$ cat src/rtl/mul_arb_seq_if.sv
// rtl/mul_arb_seq_if.sv - request/grant and datapath control bundle for mul_arb_seq
interface mul_arb_seq_if;
  logic       req0;
  logic       req1;
  logic       gnt0;
  logic       gnt1;
  logic       done0;
  logic       done1;
  logic       busy;
  logic       sel_op;
  logic       ld_op;
  logic [1:0] a_sel;
  logic       b_sel;
  logic [5:0] shift_val;
  logic       upd_prod;
  logic       clr_prod;

  // Requesters drive req and observe grants/dones.
  modport master (
    output req0, req1,
    input  gnt0, gnt1, done0, done1, busy,
    input  sel_op, ld_op, a_sel, b_sel, shift_val, upd_prod, clr_prod
  );

  // The sequencer sees requests and drives everything else.
  modport slave (
    input  req0, req1,
    output gnt0, gnt1, done0, done1, busy,
    output sel_op, ld_op, a_sel, b_sel, shift_val, upd_prod, clr_prod
  );
endinterface

$ cat src/rtl/mul_arb_seq.sv
// rtl/mul_arb_seq.sv - two-requester arbiter and 8-step partial-product sequencer
module mul_arb_seq #(
  parameter bit PRIO_RR = 1'b1
) (
  input  logic        clk,
  input  logic        rst,
  mul_arb_seq_if.slave bus
);

  localparam logic [1:0] S_IDLE = 2'd0;
  localparam logic [1:0] S_LOAD = 2'd1;
  localparam logic [1:0] S_CALC = 2'd2;
  localparam logic [1:0] S_DONE = 2'd3;

  logic [1:0] state;
  logic [2:0] k;
  logic       last;
  logic       owner;
  logic       winner;
  logic       any_req;

  assign any_req = bus.req0 | bus.req1;

  // Contention goes to whoever did not win last time (round-robin) or to requester 0.
  always_comb begin
    winner = 1'b0;
    if (bus.req0 && bus.req1) begin
      if (PRIO_RR)
        winner = ~last;
      else
        winner = 1'b0;
    end else begin
      winner = bus.req1;
    end
  end

  always_ff @(posedge clk or negedge rst) begin
    if (!rst) begin
      state <= S_IDLE;
      k     <= 3'd0;
      last  <= 1'b1;
      owner <= 1'b0;
    end else begin
      case (state)
        S_IDLE: begin
          if (any_req) begin
            owner <= winner;
            state <= S_LOAD;
          end
        end
        S_LOAD: begin
          k     <= 3'd0;
          state <= S_CALC;
        end
        S_CALC: begin
          k <= k + 3'd1;
          if (k == 3'd7)
            state <= S_DONE;
        end
        S_DONE: begin
          last  <= owner;
          state <= S_IDLE;
        end
        default: state <= S_IDLE;
      endcase
    end
  end

  logic in_load;
  logic in_calc;
  logic in_done;
  logic active;

  assign in_load = (state == S_LOAD);
  assign in_calc = (state == S_CALC);
  assign in_done = (state == S_DONE);
  assign active  = (state != S_IDLE);

  assign bus.busy     = active;
  assign bus.gnt0     = active & ~owner;
  assign bus.gnt1     = active & owner;
  assign bus.sel_op   = active & owner;
  assign bus.done0    = in_done & ~owner;
  assign bus.done1    = in_done & owner;
  assign bus.ld_op    = in_load;
  assign bus.clr_prod = in_load;
  assign bus.upd_prod = in_calc;

  // Step k walks B halves fastest, then A bytes; shift is 8*a_sel + 16*b_sel.
  assign bus.a_sel     = in_calc ? k[2:1] : 2'd0;
  assign bus.b_sel     = in_calc & k[0];
  assign bus.shift_val = in_calc ? ({1'b0, k[2:1], 3'b000} + {1'b0, k[0], 4'b0000}) : 6'd0;

endmodule

$ cat src/flat_wrapper.sv
// flat-port wrapper written by rule: the top's interface ports become plain ports
module mul_arb_seq_flat 
#(
  parameter bit PRIO_RR = 1'b1
)
  (clk, rst, bus_req0, bus_req1, bus_gnt0, bus_gnt1, bus_done0, bus_done1, bus_busy, bus_sel_op, bus_ld_op, bus_a_sel, bus_b_sel, bus_shift_val, bus_upd_prod, bus_clr_prod);
  mul_arb_seq_if bus_i ();
  input  logic clk;
  input  logic rst;
  input wire logic [$bits(bus_i.req0)-1:0] bus_req0;
  input wire logic [$bits(bus_i.req1)-1:0] bus_req1;
  output wire logic [$bits(bus_i.gnt0)-1:0] bus_gnt0;
  output wire logic [$bits(bus_i.gnt1)-1:0] bus_gnt1;
  output wire logic [$bits(bus_i.done0)-1:0] bus_done0;
  output wire logic [$bits(bus_i.done1)-1:0] bus_done1;
  output wire logic [$bits(bus_i.busy)-1:0] bus_busy;
  output wire logic [$bits(bus_i.sel_op)-1:0] bus_sel_op;
  output wire logic [$bits(bus_i.ld_op)-1:0] bus_ld_op;
  output wire logic [$bits(bus_i.a_sel)-1:0] bus_a_sel;
  output wire logic [$bits(bus_i.b_sel)-1:0] bus_b_sel;
  output wire logic [$bits(bus_i.shift_val)-1:0] bus_shift_val;
  output wire logic [$bits(bus_i.upd_prod)-1:0] bus_upd_prod;
  output wire logic [$bits(bus_i.clr_prod)-1:0] bus_clr_prod;
  assign bus_i.req0 = bus_req0;
  assign bus_i.req1 = bus_req1;
  assign bus_gnt0 = bus_i.gnt0;
  assign bus_gnt1 = bus_i.gnt1;
  assign bus_done0 = bus_i.done0;
  assign bus_done1 = bus_i.done1;
  assign bus_busy = bus_i.busy;
  assign bus_sel_op = bus_i.sel_op;
  assign bus_ld_op = bus_i.ld_op;
  assign bus_a_sel = bus_i.a_sel;
  assign bus_b_sel = bus_i.b_sel;
  assign bus_shift_val = bus_i.shift_val;
  assign bus_upd_prod = bus_i.upd_prod;
  assign bus_clr_prod = bus_i.clr_prod;
  mul_arb_seq #(.PRIO_RR(PRIO_RR)) u_core (.clk(clk), .rst(rst), .bus(bus_i));
endmodule
$ cat config.mk
export PLATFORM = sky130hd
export DESIGN_NAME = mul_arb_seq_flat
export DESIGN_NICKNAME = d
export VERILOG_FILES = /design/src/rtl/mul_arb_seq_if.sv /design/src/rtl/mul_arb_seq.sv /design/src/flat_wrapper.sv
export SDC_FILE = /design/constraint.sdc
export NUM_CORES = 1
export LEC_CHECK = 0
export ABC_CLOCK_PERIOD_IN_PS = 4390
export CORE_AREA = 8 8 45 47
export DETAILED_ROUTE_END_ITERATION = 8
export DIE_AREA = 0 0 53 55
export PLACE_DENSITY = 0.81
export SETUP_SLACK_MARGIN = 0.1
export SLEW_MARGIN = 20
export SYNTH_ARGS = -nofsm -noshare
export SYNTH_HDL_FRONTEND = slang
export SYNTH_SLANG_ARGS = --single-unit
$ cat constraint.sdc
create_clock -name clk -period 4.39 [get_ports clk]
set_input_delay 0.6585 -clock clk [delete_from_list [all_inputs] [get_ports clk]]
set_output_delay 0.6585 -clock clk [all_outputs]
set_load 0.05 [all_outputs]
## After elaboration in Yosys (flattened, before gate mapping)

Cells that the tools add are included.

- Bits of input ports: 4
- Memory bits (writable): 0
- Output and inout port bits: 18
- Register bits: 7
- Bits in latches: 0
- Logic and storage cells: 33
- Memories: 0
- ROM bits: 0

- Multiply operators: 0
- Bitwise logic cells: 8
- Muxes and demuxes: 7
- Divide/modulo/power cells: 0
- Shifts and indexed selects: 0
- Eq/ne operators: 6
- $lt $le $gt $ge: 0
- Add/sub/neg operators: 2
- Reductions and logical operators: 6

Operators by type and width:

| cell | number |
|---|---|
| one-hot mux 2 bit (4 select lines) | 1 |
| adder 5 x 5 -> 6 bit | 1 |
| 2-to-1 mux 2 bit | 3 |
| 2-to-1 mux 6 bit | 1 |
| one-hot mux 3 bit (2 select lines) | 1 |
| bitwise AND 1 bit | 5 |
| equality test 2 bit (second input constant) | 2 |
| AND reduction 2 bit | 2 |
| nonzero test 2 bit | 2 |
| adder 3 x 1 -> 3 bit (second input constant) | 1 |
| equality test 3 bit (second input constant) | 1 |
| equality test 2 x 1 -> 1 bit (second input constant) | 1 |
| logical NOT 2 bit | 1 |
| inequality test 2 x 1 -> 1 bit (second input constant) | 1 |
| inequality test 2 bit (second input constant) | 1 |
| inverter 1 bit | 2 |
| logical AND 1 bit | 1 |
| 2-to-1 mux 1 bit | 1 |
| OR 1 bit | 1 |

## Longest topological paths before layout

Gate-level depths: netlist of the first run.

- Word-level depth: 3
- Depth in mapped cells: 5
- Gate-level depth less buffers: 5

## Worst setup path before layout of the first run

Ideal clock, no wire load.

- Kind: flip-flop to output port
- Start point: reg u_core.state[0]
- End point: out bus_shift_val[3]
- Data required time: 3.732 ns
- Cell stages (with the launch flop): 6
- Buffers on the path: 2
- Data arrival time: 1.976 ns
- Setup slack: 1.755 ns
- Cell sequence: dfrtp_1 inv_1 ha_1 buf_2 and2_1 buf_4

- Longest elaborated chain between the ends: 2

Ends and longest elaborated chain:

| what | line | source |
|---|---|---|
| start, declared | mul_arb_seq.sv:15 | `logic [1:0] state;` |
| start signal, assigned | mul_arb_seq.sv:39 | `state <= S_IDLE;` |
| start signal, assigned | mul_arb_seq.sv:48 | `state <= S_LOAD;` |
| start signal, assigned | mul_arb_seq.sv:53 | `state <= S_CALC;` |
| equality test 2 bit | mul_arb_seq.sv:75 | `assign in_calc = (state == S_CALC);` |
| net bus_upd_prod | flat_wrapper.sv:22 | `output wire logic [$bits(bus_i.upd_prod)-1:0] bus_upd_prod;` |
| 2-to-1 mux 6 bit | mul_arb_seq.sv:92 | `assign bus.shift_val = in_calc ? ({1'b0, k[2:1], 3'b000} + {1'b0, k[0], 4'b0000}) : 6'd0;` |
| end, declared | flat_wrapper.sv:21 | `output wire logic [$bits(bus_i.shift_val)-1:0] bus_shift_val;` |

The timed path passes the listed nets, and every way through them passes these cells.

## Final worst setup path of the first run

- Start point: reg u_core.state[0]
- End point: out bus_shift_val[3]

- Longest elaborated chain between the ends: 2

Ends and longest elaborated chain:

| what | line |
|---|---|
| equality test 2 bit | mul_arb_seq.sv:75 |
| 2-to-1 mux 6 bit | mul_arb_seq.sv:92 |

No other way between the ends.

==> impl_metrics.ini, run 1 <==
[sta]
hold_violations = 0
rsz0062_at_grt = no
fin_crit_ns = 2.80
max_freq_mhz = 357
finClkSkew_ns = 0.00449
finalSetupTns_ns = 0
slew_headroom = 0.660
worst_pin_slew_ns = 0.508
period_share = 0.638
setup_slack_ns = 1.59
setup_viol = 0
slew_violations = 0

[grt]
grt_use_total = 0.0769
grt_pass1_vias = 375
antenna_found_initial = 0
grt_pass1_wl_um = 1580
overflow = 0
grt_max_degree = 12

[floorplan]
rows = 14
start_util = 0.375
fp.dieW_um = 53
placeableCoreArea_mm2 = 0.00138
io_pins = 22
die_area_mm2 = 0.00292
die_h_um = 55

[worst_setup_path]
cp_max_fo = 11
reg2reg_slack_ns = 2.87
r2r-end = u_core.state[1]
r2r_start = u_core.state[1]
worstRegToRegCells = 5
cp_data_arrival_time_ns = 2.14
crit_path_end_kind = output port
criticalPathCategory = reg -> out
required_ns = 3.73
startpoint = u_core.state[0]
cp-endpoint = bus_shift_val[3]
startpoint_type = register

[route]
viasPerCell = 4.55
drt_iter0_drc = 2
wl_um = 1010
drc = 0
via_count = 391
routedWlPerCell_um = 11.7
first_pass_iters = 2
antenna_left = 0

[clock_tree]
cts_num_sinks = 7
path_clk_slew_ns = 0.05
cts_setup_buffers = 0
cts_resized = 0
cts_buffer_depth = 2
clk_latency_ns = 0.26
cts_buffers = 3
htreeDepth = 1
ctsHoldBuffers = 0
cts_tree = done
cts_root_buf = clkbuf_4

[synthesis]
syn_inst = 53
yosys_warnings = 0
ys_seq_area_frac = 0.340
yosysUniqueCellTypes = 20
syn_area_per_cell_um2 = 9.80
synth-seq-cells = 7
synth_area_um2 = 519

[flow_run]
maxCapViolations = 0

[status]
run_status = complete, no violations

[cells_and_area]
antenna_cells = 0
synthToLayoutAreaGrowth_pct = 35.4
drive_above_1_share = 0.143
nNetsFinal = 83

[worst_hold_path]
hp-class = reg -> reg
hold_depth = 1

[placement]
hpwlAfterDp_um = 819
pre_cts_ws_ns = 1.84
place.gp.congestion = 0.783
port_buffers = 18
per-stage QoR:
| step | std cells | util | hold slack (ns) | instance area, µm² |
|---|---|---|---|---|
| floorplan | 55 | - | 0.363 | 527 |
| global placement | 82 | 0.489 | 0.540 | 677 |
| detailed placement | 82 | 0.489 | 0.549 | 677 |
| CTS | 86 | 0.508 | 0.560 | 703 |
| global route | 86 | 0.508 | 0.588 | 703 |
| finish | 86 | 0.508 | 0.556 | 703 |
cell usage after synthesis:
master	instances	area, µm²
mux2_4	1	15.0
nand3_1	3	15.0
a21oi_2	1	8.76
and2_1	6	37.5
a32o_1	1	10.0
mux2_2	1	11.3
nand2_1	2	7.51
buf_2	1	5.00
ha_1	8	100
o32a_2	1	11.3
buf_4	6	45.0
and2b_2	1	8.76
conb_1	1	3.75
dfrtp_1	6	150
nor3b_2	1	12.5
dfstp_2	1	26.3
nor2b_1	1	6.26
nor2_1	1	3.75
o21ai_0	3	15.0
inv_1	7	26.3
critical path: stages (launching register included):
cell	delay, ns
dfrtp_1	0.40
inv_1	0.12
ha_1	0.36
and2_1	0.20
clkdlybuf4s50_1	0.81
cells by family (layout without fill, tap and decap cells):
family          count (synthesis)  count (layout)  synth area share
flops                           7               7             0.340
other cells                     1               3           0.00722
buf+inv                        14              29             0.147
fa+ha+maj                       8               8             0.193
compound gates                  6               6            0.0867
simple gates                   15              15             0.176
mux                             2               2            0.0506
cell usage in the layout (no fill, tap or decap), types with 2 or more instances in the layout:
| cell | Yosys | routed |
|---|---|---|
| conb_1 | 1 | 3 |
| and2_1 | 6 | 6 |
| nand3_1 | 3 | 3 |
| nand2_1 | 2 | 2 |
| o21ai_0 | 3 | 3 |
| dfrtp_1 | 6 | 6 |
| clkbuf_4 | 0 | 3 |
| clkdlybuf4s50_1 | 0 | 18 |
| ha_1 | 8 | 8 |
| inv_1 | 7 | 7 |
registers in the layout (all words and copies together) (netlist names):
register	flops
u_core.k	3
u_core.last	1
u_core.owner	1
u_core.state	2
layer usage:
layer / part of all wire / GRT usage / wire (µm) / vias up
met4: 0.031 / 0.0776 / 31 / 0
met5: 0 / 0 / 0 / -
met1: 0.36 / 0.0648 / 357 / 173
met3: 0.16 / 0.0374 / 157 / 5
met2: 0.46 / 0.129 / 458 / 17
li1: - / - / - / 196
how the worst min path moves through the flow:
stage,from,end,slack (ns)
after global routing,u_core.k[1],u_core.k[1],0.59
after global placement,u_core.state[0],u_core.state[0],0.54
after floorplan,rst,u_core.k[0],0.36
final,u_core.state[0],u_core.state[0],0.56
after CTS,u_core.state[0],u_core.state[0],0.56
after detailed placement,u_core.k[1],u_core.k[1],0.55
area by class of cell:
type,instances,area (µm²)
fill,137,681
multi-input combinational,34,274
timing repair buffer,18,180
sequential,7,176
clock buffer,4,26.3
inverter,7,26.3
tap,16,20.0
Power of run 1 is not shown: default switching activity piles up to over one toggle a cycle in this logic, so the estimate is an artifact.
==> run 2, diff against run 1 <==
- ABC_CLOCK_PERIOD_IN_PS: 4390 -> 2400
- CORE_AREA: 8 8 45 47 -> 8 8 47 49
- DIE_AREA: 0 0 53 55 -> 0 0 55 57
- PLACE_DENSITY: 0.81 -> 0.78
- clock period: 4.39 -> 2.4 ns (I/O delays scaled with it)
==> run 2 against run 1 <==
  * Wire length grew 7.6%
  * Count of clock-buffer cells in the layout is the same
  * Die area grew 7.5%
==> impl_metrics.ini, run 2 (synthesis gave the netlist of run 1 again) <==
[cells_and_area]
final_common_cell = buf_4
antenna_cells = 0
multi_input_area_um2 = 275
drive_above_1_share = 0.286
synthToLayoutAreaGrowth_pct = 32.5
layoutNonFillerInstCount = 87
largest_register = u_core.k
largest_reg_flops = 3
nNetsFinal = 83
layout_common_cells = 9 x buf_4, 8 x ha_1, 7 x inv_1, 7 x clkdlybuf4s50_1, 6 x dfrtp_1
n_fill_cell = 157
ff_latch_area_um2 = 176
top_regs = u_core.k (3), u_core.state (2)

[sta]
fin_crit_ns = 2.16
hold_violations = 0
period_share = 0.902
slew_violations = 0
max_freq_mhz = 462
rsz0062_at_grt = no
worst_pin_slew_ns = 0.507
worst_hold_slack_ns = 0.381
finClkSkew_ns = 0.00241
slew_headroom = 0.661
setup_viol = 0
finalSetupTns_ns = 0

[route]
wl_um = 1080
drt_iter0_drc = 3
routedWlPerCell_um = 12.4
antenna_left = 0
first_pass_iters = 4
drc = 0
via_count = 391
viasPerCell = 4.49

[worst_setup_path]
cp_max_fo = 4
startpoint = u_core.state[1]
r2r_start = u_core.state[1]
reg2reg_slack_ns = 0.88
cp_data_arrival_time_ns = 1.80
cp-endpoint = bus_done0
crit_slowest_cell = clkdlybuf4s50_1
crit_cells = 3
max_stage_delay_ns = 0.81
worstRegToRegCells = 5
r2r-end = u_core.state[1]
criticalPathCategory = reg -> out
cp_top_family = buffers and inverters
path_cells = ha_1, nor2b_1, clkdlybuf4s50_1
crit_path_end_kind = output port
startpoint_type = register
critical_path_buf_inv_count = 1
required_ns = 2.04

[clock_tree]
cts_root_buf = clkbuf_4
path_clk_slew_ns = 0.05
clk_latency_ns = 0.25
cts_num_sinks = 7
cts_tree = done
htreeDepth = 1
cts_buffer_depth = 2
cts_setup_buffers = 0
cts_buffers = 3

[placement]
port_buffers = 18
place.gp.congestion = 0.735
dpl.cell_count = 83
hpwlAfterDp_um = 852

[floorplan]
start_util = 0.329
fp.dieW_um = 55
rows = 15
io_pins = 22
die_area_mm2 = 0.00314
placeableCoreArea_mm2 = 0.00158
die_h_um = 57

[grt]
grt_pass1_vias = 395
overflow = 0
grt_pass1_wl_um = 1630
antenna_found_initial = 0
grt_use_total = 0.0693
grt_max_degree = 12

[status]
run_status = complete, no violations

[flow_run]
maxCapViolations = 0

[worst_hold_path]
hp-class = in -> async
==> run 2: cell types whose count changed in the layout (fill, tap and decap cells not counted) <==
cell and change:
clkdlybuf4s50_1 -11, buf_4 +9, and2_2 +1, dlymetal6s2s_1 +2, and2_1 -1
==> run 2: worst min path at each step <==
| stage | from | depth (start not counted) | slack [ns] | to |
|---|---|---|---|---|
| final | rst | 1 | 0.38 | u_core.k[2] |
| after global routing | rst | 1 | 0.38 | u_core.state[0] |
| after CTS | rst | 1 | 0.38 | u_core.owner |
| after detailed placement | u_core.state[0] | 1 | 0.55 | u_core.state[0] |
| after global placement | u_core.state[0] | 1 | 0.54 | u_core.state[0] |
| after floorplan | rst | 0 | 0.06 | u_core.k[0] |
==> run 2: layer usage <==
metal  track usage  share of wire  up-vias
met2         0.117           0.51       19
met5             0              0        -
li1              -              -      195
met4        0.0412              0        0
met3        0.0260           0.12        0
met1        0.0678           0.37      177
==> run 2: area by class of cell <==
class                           instances  area share
Inverter                                7      0.0382
Timing Repair Buffer                   18       0.236
Clock buffer                            4      0.0382
Sequential cell                         7       0.256
Multi-Input combinational cell         34       0.400
Tap cell                               17      0.0309
==> run 2: repair_timing <==
item                                   4_1_cts  5_1_grt
setup endpoints to repair                    0        2
resized for setup                            0        2
endpoints found under the hold margin        0        0
hold buffers                                 0        0
==> run 2: metrics by stage <==
step                utilization  cell area [µm²]  setup slack, ns
global route              0.437              688            0.131
global placement          0.417              657            0.428
floorplan                     -              528            0.239
CTS                       0.433              683            0.133
finish                    0.437              688            0.236
detailed placement        0.417              657            0.396
Power of run 2 is left out for the same reason.
